--- src/rtl/ble_rx_pkg.sv ---
// Shared constants and state encoding for the BLE RX payload path.
// The TX CRC block uses the same CRC_W and POLY.
package ble_rx_pkg;
  localparam int CRC_W = 16;
  localparam int LEN_W = 14;
  localparam logic [CRC_W-1:0] POLY = 16'h1021;

  typedef enum logic [1:0] {
    ST_IDLE    = 2'd0,
    ST_PAYLOAD = 2'd1,
    ST_CHECK   = 2'd2,
    ST_DONE    = 2'd3
  } rx_state_e;
endpackage

--- src/rtl/crc16_lfsr_ble.sv ---
// Serial MSB-first CRC-16 LFSR with synchronous seed load.
// It is shared by the payload and header check paths.
module crc16_lfsr_ble
  import ble_rx_pkg::*;
(
  input  logic             clk,
  input  logic             reset,
  input  logic             i_load,
  input  logic [CRC_W-1:0] i_seed,
  input  logic             i_en,
  input  logic             i_bit,
  output logic [CRC_W-1:0] o_crc
);

  logic [CRC_W-1:0] r_crc;
  logic             w_fb;

  assign w_fb  = r_crc[CRC_W-1] ^ i_bit;
  assign o_crc = r_crc;

  // A seed load takes priority over a shift in the same cycle.
  always_ff @(posedge clk or negedge reset) begin
    if (!reset) begin
      r_crc <= '0;
    end else if (i_load) begin
      r_crc <= i_seed;
    end else if (i_en) begin
      r_crc <= {r_crc[CRC_W-2:0], 1'b0} ^ (w_fb ? POLY : '0);
    end
  end

endmodule

--- src/rtl/rx_payload_crc_check_bluetooth_ble.sv ---
// RX payload CRC checker: forwards payload bits, recomputes the CRC and
// compares it with the trailing 16 received CRC bits.
//
// state      | meaning
// IDLE       | after reset, waiting for start
// PAYLOAD    | forwarding payload bits and updating the CRC
// CHECK      | CRC frozen, comparing the 16 received CRC bits
// DONE       | result held until the next start
module rx_payload_crc_check_bluetooth_ble
  import ble_rx_pkg::*;
(
  input  logic             clk,
  input  logic             reset,
  input  logic             start,
  input  logic             valid_in,
  input  logic             data_bit,
  input  logic [7:0]       uap_dci,
  input  logic [LEN_W-1:0] payload_len,
  output logic             data_out,
  output logic             valid_out,
  output logic             done,
  output logic             crc_ok,
  output logic             crc_err,
  output logic [LEN_W-1:0] bits_rx
);

  rx_state_e        r_state;
  logic [LEN_W-1:0] r_len;
  logic [LEN_W-1:0] r_bits_rx;
  logic [3:0]       r_crc_cnt;
  logic             r_mismatch;
  logic             r_data_out;
  logic             r_valid_out;
  logic             r_done;
  logic             r_crc_ok;
  logic             r_crc_err;

  logic [CRC_W-1:0] w_crc;
  logic             w_acc_pay;
  logic [LEN_W-1:0] w_bits_nxt;
  logic             w_pay_last;
  logic             w_crc_last;
  logic             w_bit_mis;
  logic             w_mis_nxt;

  // Start wins over a bit arriving in the same cycle.
  assign w_acc_pay  = (r_state == ST_PAYLOAD) && valid_in && !start;
  assign w_bits_nxt = r_bits_rx + 1'b1;
  assign w_pay_last = (w_bits_nxt == r_len);
  assign w_crc_last = &r_crc_cnt;
  // Received bit k is checked against crc[15-k], i.e. crc[~k] for 4-bit k.
  assign w_bit_mis  = data_bit ^ w_crc[~r_crc_cnt];
  assign w_mis_nxt  = r_mismatch | w_bit_mis;

  crc16_lfsr_ble u_crc (
    .clk    (clk),
    .reset  (reset),
    .i_load (start),
    .i_seed ({8'h00, uap_dci}),
    .i_en   (w_acc_pay),
    .i_bit  (data_bit),
    .o_crc  (w_crc)
  );

  always_ff @(posedge clk or negedge reset) begin
    if (!reset) begin
      r_state     <= ST_IDLE;
      r_len       <= '0;
      r_bits_rx   <= '0;
      r_crc_cnt   <= '0;
      r_mismatch  <= 1'b0;
      r_data_out  <= 1'b0;
      r_valid_out <= 1'b0;
      r_done      <= 1'b0;
      r_crc_ok    <= 1'b0;
      r_crc_err   <= 1'b0;
    end else begin
      r_valid_out <= 1'b0;
      r_done      <= 1'b0;
      if (start) begin
        r_state    <= (payload_len == '0) ? ST_CHECK : ST_PAYLOAD;
        r_len      <= payload_len;
        r_bits_rx  <= '0;
        r_crc_cnt  <= '0;
        r_mismatch <= 1'b0;
        r_crc_ok   <= 1'b0;
        r_crc_err  <= 1'b0;
      end else begin
        case (r_state)
          ST_PAYLOAD: begin
            if (valid_in) begin
              r_data_out  <= data_bit;
              r_valid_out <= 1'b1;
              r_bits_rx   <= w_bits_nxt;
              if (w_pay_last) r_state <= ST_CHECK;
            end
          end
          ST_CHECK: begin
            if (valid_in) begin
              r_crc_cnt  <= r_crc_cnt + 1'b1;
              r_mismatch <= w_mis_nxt;
              if (w_crc_last) begin
                r_state   <= ST_DONE;
                r_done    <= 1'b1;
                r_crc_ok  <= ~w_mis_nxt;
                r_crc_err <= w_mis_nxt;
              end
            end
          end
          default: ;
        endcase
      end
    end
  end

  assign data_out  = r_data_out;
  assign valid_out = r_valid_out;
  assign done      = r_done;
  assign crc_ok    = r_crc_ok;
  assign crc_err   = r_crc_err;
  assign bits_rx   = r_bits_rx;

endmodule

--- config.mk ---
export PLATFORM = sky130hd
export DESIGN_NAME = rx_payload_crc_check_bluetooth_ble
export DESIGN_NICKNAME = d
export VERILOG_FILES = /design/src/rtl/ble_rx_pkg.sv /design/src/rtl/crc16_lfsr_ble.sv /design/src/rtl/rx_payload_crc_check_bluetooth_ble.sv
export SDC_FILE = /design/constraint.sdc
export NUM_CORES = 1
export LEC_CHECK = 0
export ABC_AREA = 1
export BUFFER_PORTS_ARGS = -buffer_cell sky130_fd_sc_hd__buf_2
export CORE_ASPECT_RATIO = 1.4
export CORE_MARGIN = 2
export CORE_UTILIZATION = 57
export DETAILED_ROUTE_END_ITERATION = 8
export GPL_TIMING_DRIVEN = 0
export PLACE_DENSITY = 0.89
export SYNTH_ARGS = -nofsm -noshare
export SYNTH_HDL_FRONTEND = slang
export SYNTH_SLANG_ARGS = --single-unit
--- constraint.sdc ---
create_clock -name clk -period 2 [get_ports clk]
set_input_delay 0.4 -clock clk [delete_from_list [all_inputs] [get_ports clk]]
set_output_delay 0.4 -clock clk [all_outputs]
set_load 0.01 [all_outputs]
==> results.py <==
metrics = {
    "die": {
        "start_util_pct": 59.0,
        "boundaryPins": 46,
        "die-area_um2": 5950,
        "die_h_um": 90.5,
        "core_area_um2": 5160,
        "die_w_um": 65.8,
        "row_count": 31,
    },
    "synth": {
        "ys_seq_elements": 56,
        "avgSynthCellArea_um2": 7.59,
        "synth_flop_cell": "dfrtp_1",
        "synth_area_leaders": "dfrtp_1, nand2_1, inv_1",
        "synth_top_area_share_pct": 46.1,
        "async_reset_ff_share_pct": 100,
        "synth_nets": 430,
        "yosysMostFrequentCell": "nand2_1",
        "ys_types": 29,
        "syn-cell-area_um2": 3040,
        "yosysWarnings": 0,
        "synthTopCellsByCount": "nand2_1, dfrtp_1, inv_1",
        "synth_cells": 401,
        "synth_edf_count": 0,
        "seq_area_frac_synth_pct": 46.1,
        "yosysTopAreaCell": "dfrtp_1",
    },
    "timing": {
        "relSlewSlack_pct": 52.5,
        "slew_violations": 0,
        "hold_viol": 0,
        "setup_violations": 0,
        "rsz0062_at_grt": "true",
        "timing.fmax_mhz": 510,
        "setup_slack_ps": 38.8,
        "fin_tns_setup_ps": 0,
        "final.min_clock_period_ps": 1960,
        "timing.final.crit_share_pct": 98.1,
        "skew_ps": 18.8,
        "worst_pin_slew_ps": 712,
    },
    "power_and_ir_drop": {
        "pwr-share-clk_pct": 24.1,
        "comb_power_share_pct": 26.9,
        "vdd_drop_max_mv": 0.566,
        "seqPwrFrac_pct": 49.0,
        "powerDensity_nw_per_um2": 776,
        "p_int_uw": 1790,
        "p_switching_uw": 945,
        "leakagePower_uw": 0.00172,
        "swShare_pct": 34.5,
    },
    "finish": {
        "fillers": 427,
        "seqCellArea_um2": 1400,
        "final_nets": 486,
        "num_antenna_cells": 0,
        "final_layout_size_suffix_gt1_share_pct": 19.4,
        "design_area_um2": 3520,
        "multi_input_area_um2": 1410,
        "area_delta_synth_final_pct": 15.8,
        "layout.cells.non_filler": 524,
    },
    "drt": {
        "wl_per_cell_um": 15.0,
        "vias_per_cell": 5.70,
        "antenna_left": 0,
        "wl_um": 7840,
        "vias": 2985,
        "route.detailed.drc": 0,
        "drt_first_pass_iters": 5,
        "drtIter0Drc": 274,
    },
    "cts": {
        "cts_root_buf": "clkbuf_8",
        "cts_tree": "built",
        "cts_max_level": 2,
        "clock-sinks": 56,
        "insertion_delay_ps": 330,
        "numCtsBuffers": 5,
        "hold_buffers": 0,
        "path_clk_slew_ps": 110,
        "clock_path_buffers": 2,
    },
    "worst_setup_path": {
        "startpoint": "bits_rx[0]",
        "rr_endpoint": "r_state[0]",
        "critPathCaptureType": "flop",
        "start_kind": "flop",
        "r2r_start": "bits_rx[0]",
        "cp.required_ps": 2210,
        "worstPathMaxFanout": 5,
        "arrival_ps": 2170,
        "crit_type": "flop to flop",
        "cpPeakStageDelay_ps": 410,
        "endpoint": "r_state[0]",
        "r2r_cells": 14,
        "crit_slowest_cell": "dfrtp_1",
        "path_cells": "ha_4 -> nand2_4 -> nor2_4 -> nand3b_1 -> nand2_1 -> nor2_1 -> nor2_2 -> nand2_1 -> nor2_2 -> nand3_2 -> nand2_2 -> nand2_2 -> nand2_2 -> nand2_1",
        "ff2ff_setup_slack_ps": 40,
    },
    "place": {
        "gp_congestion": 0.919,
        "dp_hpwl_um": 5580,
        "dp.cells": 511,
        "pre_cts_slack_ps": -102,
        "post_dp_cell_area_um2": 3350,
        "io_buffers": 44,
    },
    "worst_hold_path": {
        "min_path_type": "input pin to asynchronous set/reset pin",
    },
    "global_route": {
        "antenna_found_initial": 0,
        "track_usage_pct": 27.7,
        "grt_max_degree": 57,
        "grt_overflow": 0,
        "grt_pass1_vias": 2838,
        "grt_pass1_wl_um": 12800,
    },
    "run": {
        "drv_cap": 0,
    },
    "status": {
        "outcome": "finished, final reports clean",
    },
}
==> how the worst min path moves through the flow <==
stage | from | depth (start not counted) | endpoint | slack, ps
3_3_place_gp | r_state[1] | 2 | r_state[1] | 460
3_5_place_dp | r_state[1] | 2 | r_state[1] | 460
5_1_grt | reset | 1 | valid_out | 170
4_1_cts | payload_len[4] | 3 | r_len[4] | 300
6_report | reset | 1 | r_len[4] | 100
2_1_floorplan | reset | 0 | bits_rx[0] | 100
==> worst max-delay path: cells and delay by family (launching register included) <==
kind                       cells  cell delay, ps
adders and majority gates      1             180
and+or+nand+nor               13            1250
DFF                            1             410
==> power by group through the flow <==
stage | clock network [uW] | logic, uW | registers, uW
6_report | 660 | 736 | 1340
5_1_grt | 709 | 836 | 1350
4_1_cts | 655 | 717 | 1340
3_5_place_dp | 0 | 696 | 1360
3_3_place_gp | 0 | 671 | 1360
2_1_floorplan | 0 | 477 | 1350
==> layout make-up <==
| class | count | share of cell area [%] |
|---|---|---|
| multi-input combinational | 274 | 40.1 |
| sequential | 56 | 39.8 |
| timing repair buffer | 49 | 7.39 |
| inverter | 57 | 6.07 |
| clock buffer | 6 | 2.34 |
| tap | 66 | 2.34 |
| buffer | 14 | 1.67 |
| clock inverter | 2 | 0.284 |
==> per-layer routing <==
layer  vias up  global-route usage [%]  wire (um)  part of all wire [%]
li1       1429                       -          -                     -
met1      1411                    31.9       2980                    38
met2       121                    50.3       4200                    54
met3        24                    3.87        412                   5.3
met4         0                    10.2        250                   3.2
met5         -                       0          0                     0
==> flip-flops by register name (all words and copies together), names as in the netlist <==
| name | cells |
|---|---|
| done | 1 |
| r_crc_cnt | 4 |
| valid_out | 1 |
| u_crc.o_crc | 16 |
| bits_rx | 14 |
| r_state | 2 |
| r_mismatch | 1 |
| crc_err | 1 |
| r_len | 14 |
| data_out | 1 |
| crc_ok | 1 |
==> repair_timing <==
action,4_1_cts,5_1_grt
gates resized for setup,3,13
endpoints found under the setup margin,2,2
setup buffers,1,4
pin swaps,0,8
==> cell families after synthesis <==
logic type	after synthesis	share of synthesized area [%]
adder cells (fa/ha/maj)	2	0.822
buffers and inverters	71	8.96
XOR/XNOR	3	1.32
AND/OR/NAND/NOR	189	27.7
flip-flops	56	46.1
AO/OA/AOI/OAI	80	15.2
==> layout by cell type, fill, tap and decap left out, types with 3 or more instances in the layout <==
cell and n:
dfrtp_1 54, inv_1 55, nand2_2 12, nor2_4 3
o21ai_0 37, nor4_1 3, buf_2 45, nand4_1 6
a21oi_1 9, buf_4 7, nand2_1 100, o22ai_1 17
o211ai_1 12, nor2_2 5, clkbuf_8 6, clkbuf_1 10
nor2_1 19, nand3_1 36
==> stage by stage <==
stage | hold slack, ps | total power (uW) | utilization [%]
after floorplan | 104 | 1830 | -
after global routing | 170 | 2900 | 68.3
after detailed placement | 459 | 2060 | 64.9
final | 103 | 2740 | 68.3
after CTS | 298 | 2710 | 67.1
after global placement | 458 | 2030 | 64.9
Note: power is estimated with default switching activity, not from simulation.
